$ cat src/rtl/huc_mem_arb.sv
// huc_mem_arb: shares the single cart SRAM port between the HuCard CPU bus
// (via the mapper) and the host loader. Each access is a fixed strobe
// window of MEM_CYC clocks. The CPU always wins; the host gets idle slots.
//
// Optional build macro: HUC_MEM_ARB_HOST_AUTOINC_EN
//   Defined: host accesses use an internal pointer that is loaded from
//   host_addr when host_req rises and increments after every host access,
//   so the host can burst by holding host_req across acks.
//   Undefined: host_addr is used directly for every access.
//
// Handshakes:
//   cpu_req is a one-cycle strobe; the access is complete when cpu_rdy
//   pulses for one cycle. host_req is a level held until host_ack pulses for
//   one cycle; host_dato is valid with host_ack and is held afterwards.
//   A host access already granted always completes and always acks, even if
//   host_req drops first. Neither side has backpressure; a CPU strobe that
//   finds the one-deep pending latch full is dropped and sets cpu_ovf.
//
// state_dbg exposes the arbiter state: 0=IDLE 1=CPU_ACC 2=HOST_ACC 3=HOST_GAP.
module huc_mem_arb #(
  parameter int ADDR_W  = 22,
  parameter int MEM_CYC = 4
) (
  input  logic              clk,
  input  logic              rst,
  input  logic              cpu_req,
  input  logic              cpu_we,
  input  logic [ADDR_W-1:0] cpu_addr,
  input  logic [7:0]        cpu_dati,
  output logic [7:0]        cpu_dato,
  output logic              cpu_rdy,
  output logic              cpu_ovf,
  input  logic              host_req,
  input  logic              host_we,
  input  logic [ADDR_W-1:0] host_addr,
  input  logic [7:0]        host_dati,
  output logic [7:0]        host_dato,
  output logic              host_ack,
  output logic [ADDR_W-1:0] mem_addr,
  output logic [7:0]        mem_dati,
  input  logic [7:0]        mem_dato,
  output logic              mem_ce,
  output logic              mem_oe,
  output logic              mem_we,
  output logic [1:0]        state_dbg
);

  typedef enum logic [1:0] {
    IDLE     = 2'd0,
    CPU_ACC  = 2'd1,
    HOST_ACC = 2'd2,
    HOST_GAP = 2'd3
  } state_t;

  localparam logic [3:0] CNT_INIT = 4'(MEM_CYC - 1);

  state_t              state;
  logic [3:0]          cnt;

  // One-deep store for a CPU strobe that arrives while the port is busy.
  logic                pend_v;
  logic                pend_we;
  logic [ADDR_W-1:0]   pend_addr;
  logic [7:0]          pend_dati;

  logic [ADDR_W-1:0]   host_eff_addr;
  logic                acc_end;
  logic                cpu_dec;
  logic                grant_cpu;
  logic                grant_host;
  logic                sel_we;
  logic [ADDR_W-1:0]   sel_addr;
  logic [7:0]          sel_dati;

  assign state_dbg = state;

`ifdef HUC_MEM_ARB_HOST_AUTOINC_EN
  localparam logic [ADDR_W-1:0] PTR_ONE = ADDR_W'(1);

  logic              host_req_q;
  logic [ADDR_W-1:0] host_ptr;
  logic              host_rise;

  assign host_rise = host_req & ~host_req_q;
  // On the rising edge of a request the pointer is not loaded yet, so the
  // first access of a burst takes host_addr directly.
  assign host_eff_addr = host_rise ? host_addr : host_ptr;

  // Burst pointer: reload on a fresh request, step after each host access.
  always_ff @(posedge clk) begin
    if (rst) begin
      host_req_q <= 1'b0;
      host_ptr   <= '0;
    end else begin
      host_req_q <= host_req;
      if (host_rise)
        host_ptr <= host_addr;
      else if (acc_end && (state == HOST_ACC))
        host_ptr <= host_ptr + PTR_ONE;
    end
  end
`else
  assign host_eff_addr = host_addr;
`endif

  // Grant decision. The CPU may be started from IDLE, HOST_GAP or straight
  // off the last cycle of any access; the host is only started from IDLE.
  always_comb begin
    acc_end    = ((state == CPU_ACC) || (state == HOST_ACC)) && (cnt == 4'd0);
    cpu_dec    = (state == IDLE) || (state == HOST_GAP) || acc_end;
    grant_cpu  = cpu_dec && (pend_v || cpu_req);
    grant_host = (state == IDLE) && !pend_v && !cpu_req && host_req;
    sel_we     = host_we;
    sel_addr   = host_eff_addr;
    sel_dati   = host_dati;
    if (pend_v) begin
      sel_we   = pend_we;
      sel_addr = pend_addr;
      sel_dati = pend_dati;
    end else if (cpu_req) begin
      sel_we   = cpu_we;
      sel_addr = cpu_addr;
      sel_dati = cpu_dati;
    end
  end

  // Arbiter FSM, strobe window, completion pulses and CPU pending latch.
  always_ff @(posedge clk) begin
    if (rst) begin
      state     <= IDLE;
      cnt       <= 4'd0;
      pend_v    <= 1'b0;
      pend_we   <= 1'b0;
      pend_addr <= '0;
      pend_dati <= 8'd0;
      cpu_dato  <= 8'd0;
      cpu_rdy   <= 1'b0;
      cpu_ovf   <= 1'b0;
      host_dato <= 8'd0;
      host_ack  <= 1'b0;
      mem_addr  <= '0;
      mem_dati  <= 8'd0;
      mem_ce    <= 1'b0;
      mem_oe    <= 1'b0;
      mem_we    <= 1'b0;
    end else begin
      cpu_rdy  <= 1'b0;
      host_ack <= 1'b0;

      // Completion of the running access (read data captured while oe high).
      if (acc_end) begin
        if (state == CPU_ACC) begin
          cpu_rdy <= 1'b1;
          if (mem_oe) cpu_dato <= mem_dato;
        end else begin
          host_ack <= 1'b1;
          if (mem_oe) host_dato <= mem_dato;
        end
      end

      // Pending latch: a served entry may be refilled on the same edge.
      if (grant_cpu && pend_v) begin
        pend_v <= cpu_req;
        if (cpu_req) begin
          pend_we   <= cpu_we;
          pend_addr <= cpu_addr;
          pend_dati <= cpu_dati;
        end
      end else if (cpu_req && !grant_cpu) begin
        if (!pend_v) begin
          pend_v    <= 1'b1;
          pend_we   <= cpu_we;
          pend_addr <= cpu_addr;
          pend_dati <= cpu_dati;
        end else begin
          cpu_ovf <= 1'b1;
        end
      end

      // Start a new access, or advance the current one.
      if (grant_cpu || grant_host) begin
        state    <= grant_cpu ? CPU_ACC : HOST_ACC;
        mem_addr <= sel_addr;
        mem_dati <= sel_dati;
        mem_ce   <= 1'b1;
        mem_oe   <= ~sel_we;
        mem_we   <= sel_we;
        cnt      <= CNT_INIT;
      end else begin
        case (state)
          IDLE: state <= IDLE;
          HOST_GAP: state <= IDLE;
          CPU_ACC, HOST_ACC: begin
            if (cnt == 4'd0) begin
              mem_ce <= 1'b0;
              mem_oe <= 1'b0;
              mem_we <= 1'b0;
              state  <= (state == CPU_ACC) ? IDLE : HOST_GAP;
            end else begin
              cnt <= cnt - 4'd1;
            end
          end
          default: state <= IDLE;
        endcase
      end
    end
  end

endmodule
$ cat config.mk
export PLATFORM = sky130hd
export DESIGN_NAME = huc_mem_arb
export DESIGN_NICKNAME = d
export VERILOG_FILES = /design/src/rtl/huc_mem_arb.sv
export SDC_FILE = /design/constraint.sdc
export NUM_CORES = 1
export LEC_CHECK = 0
export BUFFER_PORTS_ARGS = -buffer_cell sky130_fd_sc_hd__buf_4
export CORE_MARGIN = 3
export CORE_UTILIZATION = 35
export DETAILED_ROUTE_END_ITERATION = 10
export GPL_TIMING_DRIVEN = 0
export PLACE_DENSITY = 0.6
export SYNTH_ARGS = -nofsm -noshare
export SYNTH_HDL_FRONTEND = slang
export SYNTH_SLANG_ARGS = --single-unit
$ cat constraint.sdc
create_clock -name clk -period 2.5 [get_ports clk]
set_clock_uncertainty 0.2 [all_clocks]
set_input_delay 0.375 -clock clk [delete_from_list [all_inputs] [get_ports clk]]
set_output_delay 0.375 -clock clk [all_outputs]
set_load 0.03 [all_outputs]
[Word level (Yosys, flattened, before mapping)]
Index checks and enable logic that the tools add are counted.
Word-level totals
  register bits: 90
  word-level logic and storage cells: 96
  bits of input ports: 74
  output and inout port bits: 54
Cells by class
  reductions and logical operators: 31
  $add $sub $neg: 1
  equality and inequality tests: 7
  multiplexer cells: 35
  bitwise gates (word level): 5
Operator list (count)
  22-bit 2-to-1 mux: 6
  8-bit 2-to-1 mux: 6
  1-bit 2-to-1 mux: 15
  2-bit 2-to-1 mux: 7
  3-bit AND reduction: 4
  2-bit OR reduction: 4
  1-bit logical AND: 7
  2-bit AND reduction: 3
  2-bit nonzero test: 3
  1-bit logical OR: 5
  1-bit inverter: 5
  2-bit == test (second input constant): 2
  4-bit logical NOT: 1
  2-bit by 1-bit != test with 1-bit output (second input constant): 2
  2-bit case mux with 2 select lines: 1
  4-bit by 1-bit subtractor with 4-bit output (second input constant): 1
  1-bit logical NOT: 3
  3-bit != test (second input constant): 1
  2-bit by 1-bit == test with 1-bit output (second input constant): 1
  2-bit logical NOT: 1
  2-bit != test (second input constant): 1

[Logic depth before layout (Yosys ltp)]
  word-level depth: 9
  gate-level depth with buffers: 8
  depth with buffers taken out: 6

[Worst setup path after synthesis]
OpenSTA, ideal clock, no wires.
  path kind: register to register
  start point: reg state[0] (netlist: state_dbg[0])
  end point: reg pend_addr[10]
  data arrival time: 1.801 ns
  library setup time: 0.120 ns
  data required time: 2.180 ns
  buffers on the path: 1
  period minus slack after synthesis: 2.120 ns
  cell stages (with the launch flop): 8
  slack: 0.380 ns
  path through: dfxtp_1 > inv_1 > ha_1 > inv_1 > nor2_1 > o21ai_2 > buf_6 > mux2i_1
On the way
  cells in the longest elaborated chain, start to end: 9
  elaborated cells between the ends (all ways): 17
  classes of those cells: eq/ne: 5; mux: 1; reduce/logical: 11
Ends and longest elaborated chain
  from (decl): RTL line 57  | state_t state;
  from (signal assigned): RTL line 182  | state <= grant_cpu ? CPU_ACC : HOST_ACC;
  from (signal assigned): RTL line 198  | state <= (state == CPU_ACC) ? IDLE : HOST_GAP;
  2-bit by 1-bit == test with 1-bit output or 2-bit == test (tied branches): RTL line 109  | acc_end = ((state == CPU_ACC) || (state == HOST_ACC)) && (cnt == 4'd0);
  1-bit logical OR: RTL line 109
  1-bit logical AND: RTL line 109
  1-bit logical OR *: RTL line 110  | cpu_dec = (state == IDLE) || (state == HOST_GAP) || acc_end;
  1-bit logical AND *: RTL line 111  | grant_cpu = cpu_dec && (pend_v || cpu_req);
  1-bit logical NOT: RTL line 169  | end else if (cpu_req && !grant_cpu) begin
  1-bit logical AND: RTL line 169
  2-bit nonzero test (no line)
  3-bit AND reduction (no line)
  to (signal assigned): RTL line 166  | pend_addr <= cpu_addr;
  to (signal assigned): RTL line 173  | pend_addr <= cpu_addr;
  to (decl): RTL line 63  | logic [ADDR_W-1:0] pend_addr;
Mark *: on every way between the ends. The rest lies on a longest branch, timed or not.
A chain may end at the register's enable or synchronous reset.

[Worst setup path in the final report]
  start point: reg state[0] (netlist: state_dbg[0])
  end point: reg mem_addr[19]
On the way
  cells in the longest elaborated chain, start to end: 6
  elaborated cells between the ends (all ways): 13
  classes of those cells: eq/ne: 3; reduce/logical: 10
Ends and longest elaborated chain
  2-bit by 1-bit == test with 1-bit output or 2-bit == test (tied branches): RTL line 109
  1-bit logical OR: RTL line 109
  1-bit logical AND: RTL line 109
  1-bit logical OR: RTL line 110
  1-bit logical AND: RTL line 111
  1-bit logical OR *: RTL line 181  | if (grant_cpu || grant_host) begin
  to (signal assigned): RTL line 183  | mem_addr <= sel_addr;
  to (decl): RTL line 39  | output logic [ADDR_W-1:0] mem_addr,
Marked as above.

==> metrics.csv <==
metric;value;unit
status;finished, final reports clean;
total count of hold-check failures in the final report;0;
Max Freq;0.446;GHz
crit-path max cell delay;0.53;ns
category of the worst setup path launch point;flip-flop;
VDD IR max;306;uV
average wire per cell in the routed design;14.8;um
initial antenna violation count;0;
power density of the placed cells;704;nW/um^2
total design power;4.01;mW
capture endpoint of the worst hold path;host_dato[7];
gate count of the mapped netlist;502;
most used cells in the layout excluding fill and tap cells;sky130_fd_sc_hd__buf_4 (128), sky130_fd_sc_hd__nand2_1 (113), sky130_fd_sc_hd__dfxtp_1 (90), sky130_fd_sc_hd__mux2i_1 (70), sky130_fd_sc_hd__nand2b_1 (63);
number of buffers inserted to repair setup after CTS;0;
Post-Place Cell Area;5420;um^2
startpoint of the tightest hold check path;mem_dato[7];
number of sinks handled by clock tree synthesis;90;
number of placed instances with taps included;771;
CTS tree;yes;
CP Data Required Time;2.57;ns
utilization after layout;48.6;%
ordered cell list for the critical path;inv_1 > ha_1 > a211oi_1 > a21o_1 > buf_2 > nand2_1 > a21oi_1;
logic gate share of total power;27.1;%
DP HPWL;8890;um
number of nets still failing antenna checks after routing;0;
mean instance size in the synthesized netlist;8.56;um^2
clock slew at reported path FFs;0.07;ns
CTS max path bufs;2;
overall die width;117;um
H-Tree Level Count;3;
Total Neg Setup Slack;0;ns
height of the die;117;um
crit share post-route;89.7;%
Reg2Reg Launch Point;state_dbg[0];
Final min period;2.24;ns
number of CTS-inserted buffers;9;
count of pins over their slew limit;0;
kind of critical path;flip-flop to flip-flop;
drt first pass iters;4;
cell with the largest stage delay on the worst path;sky130_fd_sc_hd__a211oi_1;
setup violators final;0;
total standard cell area after synthesis;4300;um^2
setup slack of the worst register-to-register path;0.26;ns
async set or reset register ratio after synthesis;0;%
antenna diode count;0;
via count of the first global-routing pass;3824;
number of standard cells in the final layout excluding fillers;787;
final weighted congestion of routability-driven global placement;0.811;
most common library cell in the layout ignoring fill and taps;sky130_fd_sc_hd__buf_4;
library cells used by synthesis;36;
net switching power;1.31;mW
worst max-slew margin expressed relative to the limit;54.2;%
Reg2Reg Capture Point;mem_addr[19];
count of vias placed by the detailed router;3868;
Primary FF master, synth;sky130_fd_sc_hd__dfxtp_1;
I/O Pins;128;
number of flip-flops and latches in the synthesized netlist;90;
Layout Nets;717;
cell at the root of the clock tree;sky130_fd_sc_hd__clkbuf_16;
fraction of layout cells with a size suffix above 1;26.9;%
Hold Buf Count CTS;0;
floorplan row count;39;
post-placement setup slack;0.232;ns
path category of the worst min-delay check;input pin to flip-flop;
post-route cell area;5690;um^2
first-pass GRT wire length;18500;um
post-DR vias/cell;4.91;
fillers;1177;
CP Max Fanout;10;
final worst setup slack;0.257;ns
count of buffers inserted at the top-level ports;126;
Layout Area Growth over Synthesis;32.5;%
pin count of the biggest net entering global routing;16;
number of enable-type register cells in the synthesized netlist;0;
count of yosys warnings during synthesis;0;
part of the power in the clock network;31.6;%
PostCTS Resize Cnt;0;
Skew-Pair Late Insertion Delay;0.34;ns
Routed Wire Length;11600;um
overall track demand over capacity in global routing;17.4;%
full die area;13600;um^2
WHS;0.0691;ns
Leak;2.43;nW
data arrival time of the critical path;2.32;ns
setup repair after global routing missed its margin;false;
logic depth of the worst register-to-register path;7;
Core Box Area;11700;um^2
Post-Syn Nets;580;
internal power of the cells;2.70;mW
slew at the pin with the worst max-slew slack;0.688;ns
Overflow after GRT;0;
capturing element type of the critical path;flip-flop;
starting utilization of the core area;36.7;%
max-capacitance violation count;0;
Iteration-0 DRC Markers;159;
Switching Share;32.6;%
share of the yosys chip area belonging to registers;41.9;%
Cells on Worst Hold Path;3;
DRC violation count after routing;0;
share of power burned in registers;41.4;%
-- cell usage after synthesis, types with 2 or more instances --
cell,count,area share [%]
sky130_fd_sc_hd__a211oi_1,3,0.52
sky130_fd_sc_hd__a21oi_1,31,3.6
sky130_fd_sc_hd__a21oi_2,12,2.4
sky130_fd_sc_hd__a31oi_1,2,0.29
sky130_fd_sc_hd__and3_1,2,0.29
sky130_fd_sc_hd__buf_2,8,0.93
sky130_fd_sc_hd__buf_4,2,0.35
sky130_fd_sc_hd__buf_6,6,1.6
sky130_fd_sc_hd__clkbuf_1,19,1.7
sky130_fd_sc_hd__dfxtp_1,90,42
sky130_fd_sc_hd__ha_1,4,1.2
sky130_fd_sc_hd__inv_1,5,0.44
sky130_fd_sc_hd__mux2i_1,70,16
sky130_fd_sc_hd__nand2_1,113,9.9
sky130_fd_sc_hd__nand2b_1,63,9.2
sky130_fd_sc_hd__nand3_1,4,0.47
sky130_fd_sc_hd__nor2_1,14,1.2
sky130_fd_sc_hd__nor3_1,3,0.35
sky130_fd_sc_hd__o21ai_0,34,4.0
-- sequential cells by signal, indices dropped and copies added, names as in the netlist, 2 cells and up --
register,flops
pend_dati,8
mem_addr,22
cnt,4
cpu_dato,8
state_dbg,2
host_dato,8
pend_addr,22
mem_dati,8
-- worst max-delay path by stage --
stage | start | depth (start not counted) | slack (ns) | end
finish | state_dbg[0] | 7 | 0.26 | mem_addr[19]
global route | state_dbg[0] | 7 | 0.05 | mem_dati[1]
CTS | state_dbg[0] | 7 | 0.20 | mem_addr[19]
detailed placement | state_dbg[0] | 7 | 0.23 | mem_addr[19]
global placement | state_dbg[0] | 7 | 0.31 | mem_addr[6]
floorplan | state_dbg[0] | 7 | 0.38 | pend_addr[10]
-- worst max-delay path, delay by kind of cell, from the launching register on --
kind                     cells  cell delay (ns)
buffers and inverters        2             0.37
AO/OA/AOI/OAI                3             0.91
adder cells (fa/ha/maj)      1             0.24
AND/OR/NAND/NOR              1             0.09
flip-flops                   1             0.36
-- kinds of logic (layout without fill, tap and decap cells) --
group                    count (synthesis)  after routing  synth area share (%)
buffers and inverters                   41            183                  5.04
flip-flops                              90             90                  41.9
adder cells (fa/ha/maj)                  4              4                  1.16
multiplexers                            70             70                  16.3
AND/OR/NAND/NOR                        207            207                  23.0
AO/OA/AOI/OAI                           89             89                  12.3
XOR/XNOR                                 1              1                 0.204
-- cell type report --
class                   instances  area, um^2  share of cell area [%]
inverters                       5        18.8                   0.330
multi-input cells             371        2280                    40.0
clock buffers                  10         229                    4.02
repair buffers                126         946                    16.6
plain buffers                  36         198                    3.47
well taps                     143         179                    3.14
flip-flops and latches         90        1800                    31.6
clock inverters                 6        42.5                   0.747
-- metal layers --
metal	vias to the layer above	track usage [%]	share of wire [%]
li1	1951	-	-
met1	1780	23.0	48
met2	126	28.1	46
met3	11	4.11	5.9
met4	0	5.50	0.75
met5	-	0	0
-- power groups by stage --
stage	sequential, mW	clock, mW	combinational (mW)
floorplan	1.84	0	0.549
global placement	1.68	0	1.07
detailed placement	1.69	0	1.09
CTS	1.66	1.30	1.09
global route	1.67	1.36	1.19
finish	1.66	1.27	1.08
(Power assumes the default switching activity.)
